==> config.mk <==
export PLATFORM = sky130hd
export DESIGN_NAME = cpu_clk_ctrl_flat
export DESIGN_NICKNAME = d
export VERILOG_FILES = /design/src/rtl/cpu_clk_ctrl_if.sv /design/src/rtl/cpu_clk_ctrl.sv /design/src/flat_wrapper.sv
export SDC_FILE = /design/constraint.sdc
export NUM_CORES = 1
export LEC_CHECK = 0
export ABC_AREA = 0
export CORE_UTILIZATION = 45
export DETAILED_ROUTE_END_ITERATION = 6
export PLACE_DENSITY_LB_ADDON = 0.2
export SLEW_MARGIN = 10
export SYNTH_ARGS = -nofsm -noshare
export SYNTH_HDL_FRONTEND = slang
export SYNTH_SLANG_ARGS = --single-unit
==> constraint.sdc <==
create_clock -name clk_in -period 6.1 [get_ports clk_in]
set_input_delay 1.22 -clock clk_in [delete_from_list [all_inputs] [get_ports clk_in]]
set_output_delay 1.22 -clock clk_in [all_outputs]
set_load 0.1 [all_outputs]
==> src/rtl/cpu_clk_ctrl_if.sv <==
// cpu_clk_ctrl_if: board-side and CPU-side signals of the clock controller.
// master drives the switches/button/halt, slave is the controller.
interface cpu_clk_ctrl_if;
  logic        frq_switch;
  logic        run_sw;
  logic        step_btn;
  logic        halt_req;
  logic        cpu_ce;
  logic        cpu_clk;
  logic        halted;
  logic [1:0]  mode;
  logic [31:0] ce_count;

  modport master (
    output frq_switch, run_sw, step_btn, halt_req,
    input  cpu_ce, cpu_clk, halted, mode, ce_count
  );

  modport slave (
    input  frq_switch, run_sw, step_btn, halt_req,
    output cpu_ce, cpu_clk, halted, mode, ce_count
  );
endinterface

==> src/rtl/cpu_clk_ctrl.sv <==
// cpu_clk_ctrl: run/step/halt controller producing the CPU clock enable.
// Free-run at two speeds, debounced single step, halt on CPU request.
module cpu_clk_ctrl #(
  parameter int unsigned FAST_DIV   = 31,
  parameter int unsigned SLOW_DIV   = 2500001,
  parameter int unsigned DEB_CYCLES = 1000000
) (
  input logic           clk_in,
  input logic           rst,
  cpu_clk_ctrl_if.slave bus
);
  typedef enum logic [1:0] {
    STEP = 2'd0,
    RUN  = 2'd1,
    HALT = 2'd2
  } state_t;

  localparam logic [31:0] FAST_LAST = 32'(FAST_DIV - 1);
  localparam logic [31:0] SLOW_LAST = 32'(SLOW_DIV - 1);
  localparam logic [31:0] DEB_LAST  = 32'(DEB_CYCLES - 1);

  state_t      state;
  logic [1:0]  frq_q;
  logic [1:0]  run_q;
  logic [1:0]  btn_q;
  logic        frq_s;
  logic        run_s;
  logic        btn_s;
  logic        stable;
  logic        step_evt;
  logic [31:0] deb_cnt;
  logic [31:0] cnt;
  logic [31:0] div_last;
  logic        div_sel;
  logic        wrap;
  logic        fire;
  logic        ce;
  logic        clk_q;
  logic        halted_q;
  logic [31:0] ce_cnt;

  assign frq_s    = frq_q[1];
  assign run_s    = run_q[1];
  assign btn_s    = btn_q[1];
  assign div_last = div_sel ? FAST_LAST : SLOW_LAST;
  assign wrap     = (cnt == div_last);

  always_ff @(posedge clk_in) begin
    if (rst) begin
      frq_q <= '0;
      run_q <= '0;
      btn_q <= '0;
    end else begin
      frq_q <= {frq_q[0], bus.frq_switch};
      run_q <= {run_q[0], bus.run_sw};
      btn_q <= {btn_q[0], bus.step_btn};
    end
  end

  // Accept a new button level only after it has held for DEB_CYCLES.
  always_ff @(posedge clk_in) begin
    if (rst) begin
      stable   <= 1'b0;
      deb_cnt  <= '0;
      step_evt <= 1'b0;
    end else begin
      step_evt <= 1'b0;
      if (btn_s == stable) begin
        deb_cnt <= '0;
      end else if (deb_cnt == DEB_LAST) begin
        stable   <= btn_s;
        deb_cnt  <= '0;
        step_evt <= btn_s;
      end else begin
        deb_cnt <= deb_cnt + 32'd1;
      end
    end
  end

  always_comb begin
    fire = 1'b0;
    unique case (state)
      STEP:    fire = step_evt && !ce;
      RUN:     fire = wrap && !bus.halt_req;
      default: fire = 1'b0;
    endcase
  end

  always_ff @(posedge clk_in) begin
    if (rst) begin
      state    <= STEP;
      cnt      <= '0;
      div_sel  <= 1'b1;
      ce       <= 1'b0;
      clk_q    <= 1'b0;
      halted_q <= 1'b0;
      ce_cnt   <= '0;
    end else begin
      ce <= fire;
      if (fire) begin
        clk_q  <= ~clk_q;
        ce_cnt <= ce_cnt + 32'd1;
      end
      // Speed changes only land on a period boundary.
      if (state != RUN || wrap)
        div_sel <= frq_s;
      unique case (state)
        STEP: begin
          cnt <= '0;
          if (run_s)
            state <= RUN;
        end
        RUN: begin
          if (bus.halt_req) begin
            state    <= HALT;
            halted_q <= 1'b1;
            cnt      <= '0;
          end else if (wrap) begin
            cnt <= '0;
            if (!run_s)
              state <= STEP;
          end else begin
            cnt <= cnt + 32'd1;
          end
        end
        HALT: begin
          cnt <= '0;
          if (step_evt && !bus.halt_req) begin
            state    <= run_s ? RUN : STEP;
            halted_q <= 1'b0;
          end
        end
        default: begin
          state <= STEP;
          cnt   <= '0;
        end
      endcase
    end
  end

  assign bus.cpu_ce   = ce;
  assign bus.cpu_clk  = clk_q;
  assign bus.halted   = halted_q;
  assign bus.mode     = state;
  assign bus.ce_count = ce_cnt;
endmodule

==> src/flat_wrapper.sv <==
// flat-port wrapper written by rule: the top's interface ports become plain ports
module cpu_clk_ctrl_flat 
#(
  parameter int unsigned FAST_DIV   = 31,
  parameter int unsigned SLOW_DIV   = 2500001,
  parameter int unsigned DEB_CYCLES = 1000000
)
  (clk_in, rst, bus_frq_switch, bus_run_sw, bus_step_btn, bus_halt_req, bus_cpu_ce, bus_cpu_clk, bus_halted, bus_mode, bus_ce_count);
  cpu_clk_ctrl_if bus_i ();
  input logic clk_in;
  input logic rst;
  input wire logic [$bits(bus_i.frq_switch)-1:0] bus_frq_switch;
  input wire logic [$bits(bus_i.run_sw)-1:0] bus_run_sw;
  input wire logic [$bits(bus_i.step_btn)-1:0] bus_step_btn;
  input wire logic [$bits(bus_i.halt_req)-1:0] bus_halt_req;
  output wire logic [$bits(bus_i.cpu_ce)-1:0] bus_cpu_ce;
  output wire logic [$bits(bus_i.cpu_clk)-1:0] bus_cpu_clk;
  output wire logic [$bits(bus_i.halted)-1:0] bus_halted;
  output wire logic [$bits(bus_i.mode)-1:0] bus_mode;
  output wire logic [$bits(bus_i.ce_count)-1:0] bus_ce_count;
  assign bus_i.frq_switch = bus_frq_switch;
  assign bus_i.run_sw = bus_run_sw;
  assign bus_i.step_btn = bus_step_btn;
  assign bus_i.halt_req = bus_halt_req;
  assign bus_cpu_ce = bus_i.cpu_ce;
  assign bus_cpu_clk = bus_i.cpu_clk;
  assign bus_halted = bus_i.halted;
  assign bus_mode = bus_i.mode;
  assign bus_ce_count = bus_i.ce_count;
  cpu_clk_ctrl #(.FAST_DIV(FAST_DIV), .SLOW_DIV(SLOW_DIV), .DEB_CYCLES(DEB_CYCLES)) u_core (.clk_in(clk_in), .rst(rst), .bus(bus_i));
endmodule
==> reports/metrics.json <==
{
  "outcome": {
    "outcome": "finished, final reports clean"
  },
  "cts": {
    "cts.htree.levels": 3,
    "worstSkewPairLatency_ns": 0.38,
    "worst_setup_hold_path_clk_slew_ns": 0.10,
    "post_cts_buffers": 0,
    "bufs_on_longest_clock_path": 2,
    "cts_tree": "yes",
    "clock-root-buffer": "clkbuf_8",
    "cts-resized-gates": 0,
    "tritoncts_num_sinks": 110,
    "cts_inserted_buffers": 9,
    "cts_hold_buffers": 0
  },
  "yosys": {
    "ys_warn_count": 0,
    "syn_inst": 578,
    "dominantRegCellSynth": "dfxtp_1",
    "ys_seq_area_share_pct": 44.6,
    "yosys_register_bits": 110,
    "synth.cell_area_um2": 4940,
    "synth_enable_flop_cells": 0,
    "yosys_cell_types": 42,
    "synth_area_per_cell_um2": 8.55,
    "synth_fp_nets": 587,
    "synth-async-reset-ratio_pct": 0
  },
  "worst_setup_path": {
    "critPathRequiredTime_ns": 4.88,
    "critPathLaunchType": "flip-flop",
    "cpPeakStageDelay_ns": 1.24,
    "ff2ff_path_depth": 6,
    "crit_path_end_kind": "output pin",
    "criticalPathCategory": "flip-flop to output pin",
    "crit_chain": "clkdlybuf4s50_1",
    "cp_num_buf_inv": 1,
    "crit_family": "buffers and inverters",
    "path_max_fanout": 10,
    "worst_ep_arrival_time_ns": 2.14,
    "critical_path_depth": 1,
    "worst_path_max_delay_cell": "clkdlybuf4s50_1"
  },
  "cells_and_area": {
    "seqCellArea_um2": 2200,
    "finish.instance_area_um2": 5680,
    "multi_input_area_um2": 2600,
    "nNetsFinal": 620,
    "drive_above_1_share_pct": 3.57,
    "layout_commonest_cell": "dfxtp_1",
    "finish.utilization_pct": 54.3,
    "final.fill_count": 1028,
    "n_antenna_cell": 0,
    "area_delta_synth_final_pct": 14.9,
    "layout_common_cells": "dfxtp_1, nor2_1, clkdlybuf4s50_1, nand3_1, nand2_1"
  },
  "sta": {
    "final_max_slew_viol_count": 0,
    "final.setup_skew_ns": 0.0138,
    "timing.fmax_mhz": 298,
    "timing.slew.headroom_pct": 31.4,
    "fin_tns_setup_ns": 0,
    "rsz0062_at_grt": "false",
    "report.final.setup_viol": 0,
    "timing_worst_slew_pin_value_ns": 1.03,
    "min_period_over_period_pct": 55.1,
    "min_period_ns": 3.36,
    "final_hold_viol_count": 0,
    "finalWorstSetupSlack_ns": 2.74
  },
  "power": {
    "pwr_density_cell_nw_per_um2": 217,
    "vdd.ir_drop.worst_v": 0.000179,
    "leakagePower_uw": 0.00172
  },
  "routing": {
    "wl_met3_um": 315,
    "drc": 0,
    "drtPass1Iterations": 4,
    "drt-met1-wl_um": 4880,
    "highest_signal_layer_in_the_routed_design": "met4",
    "routedWlPerCell_um": 13.6,
    "number_of_nets_with_antenna_violations_after_detailed_routing": 0,
    "initialDrtViolationCount": 165,
    "wl_um": 10300,
    "wl_met2_um": 4900,
    "vias": 4111,
    "drt-vias-per-instance": 5.47
  },
  "placed_design": {
    "place_ws_ns": 2.77,
    "routabilityCongestion": 0.793,
    "placement.io_buffers": 42,
    "detailed_place_hpwl_um": 7140,
    "dpl-instance-area_um2": 5440
  },
  "floorplan": {
    "die_x_um": 107,
    "start_util_pct": 47.2,
    "die_height_um": 107,
    "fp.dieArea_um2": 11400,
    "io_pins": 43,
    "placementRows": 37,
    "core_area_um2": 10500
  },
  "global_route": {
    "wire_length_of_the_first_global_routing_pass_um": 17600,
    "largest_net_degree_at_the_start_of_global_routing": 50,
    "global_route.usage.total_pct": 19.2,
    "grt_antenna_before_repair": 0,
    "grt_pass1_vias": 3779,
    "grt-ovfl-total": 0
  },
  "hold_path": {
    "worstHoldPathCells": 1,
    "min_path_type": "flip-flop to flip-flop"
  },
  "job": {
    "max-cap-violations": 0
  }
}
[cell families (layout without fill, tap and decap cells)]
kind of cell             Yosys count  after routing  synth area share [%]
AND/OR/NAND/NOR                  296            296                  31.6
flip-flops                       110            110                  44.6
AO/OA/AOI/OAI                     70             70                  8.56
XOR/XNOR                          63             63                  11.2
buffers and inverters             33             71                  2.71
adder cells (fa/ha/maj)            3              3                 0.760
multiplexers                       3              3                 0.633
[cells in the mapped netlist (5+ instances only)]
| master | instances | area share (%) |
|---|---|---|
| a21oi_1 | 34 | 3.4 |
| and2_1 | 5 | 0.63 |
| and3_1 | 16 | 2.0 |
| and4_1 | 13 | 2.3 |
| clkbuf_1 | 18 | 1.4 |
| dfxtp_1 | 110 | 45 |
| inv_1 | 12 | 0.91 |
| nand2_1 | 35 | 2.7 |
| nand3_1 | 38 | 3.9 |
| nand4_1 | 17 | 2.2 |
| nor2_1 | 89 | 6.8 |
| nor2b_1 | 8 | 1.0 |
| nor3_1 | 14 | 1.4 |
| nor4_1 | 12 | 1.5 |
| o21ai_0 | 22 | 2.2 |
| o31ai_1 | 8 | 1.2 |
| or3_1 | 23 | 2.9 |
| or4_1 | 8 | 1.2 |
| xnor2_1 | 33 | 5.9 |
| xor2_1 | 30 | 5.3 |
[worst reg2reg max path: stages (launching register included)]
cell and delay, ns:
dfxtp_1 0.36, nor4_1 0.38, nand4_1 0.22, a221oi_4 0.35, a31oi_4 0.44, or4_1 0.65, a21oi_1 0.17
[area by class of cell]
cell class / instances / area share (%)
Multi-Input combinational cell: 435 / 45.9
Sequential cell: 110 / 38.8
Timing Repair Buffer: 43 / 7.80
Tap cell: 136 / 3.00
Clock buffer: 11 / 2.31
Clock inverter: 5 / 1.43
Inverter: 12 / 0.793
[sequential cells by signal, indices dropped and copies added, names as in the netlist, 2 cells and up]
register / cells
u_core.btn_q: 2
u_core.bus.ce_count: 32
u_core.bus.mode: 2
u_core.cnt: 32
u_core.deb_cnt: 32
u_core.frq_q: 2
u_core.run_q: 2
[power breakdown]
part | leakage [µW] | internal [µW] | switching (µW)
Combinational | 0.000727 | 9.75 | 19.2
Sequential | 0.000888 | 721 | 3.69
Clock | 0.000104 | 233 | 244
Total | 0.00172 | 964 | 267
[stage by stage]
step	hold WS, ns	power [µW]	cells
finish	0.443	1230	752
global route	0.462	1270	752
CTS	0.449	1250	751
detailed placement	0.425	770	735
global placement	0.421	769	735
floorplan	0.414	761	578
[final timing paths]
kind	from	end	slack [ns]
hold / removal	u_core.run_q[0]	u_core.run_q[1]	0.44
setup / recovery	u_core.bus.mode[0]	bus_mode[0]	2.74
setup reg to reg	u_core.cnt[23]	u_core.bus.ce_count[13]	3.46
hold reg to reg	u_core.run_q[0]	u_core.run_q[1]	0.44
[routing by layer]
metal | up-vias | global-route usage, %
met1 | 1936 | 25.0
met4 | 0 | 8.32
li1 | 2102 | -
met5 | - | 0
met2 | 61 | 31.2
met3 | 12 | 3.40
Note: power is estimated with default switching activity, not from simulation.
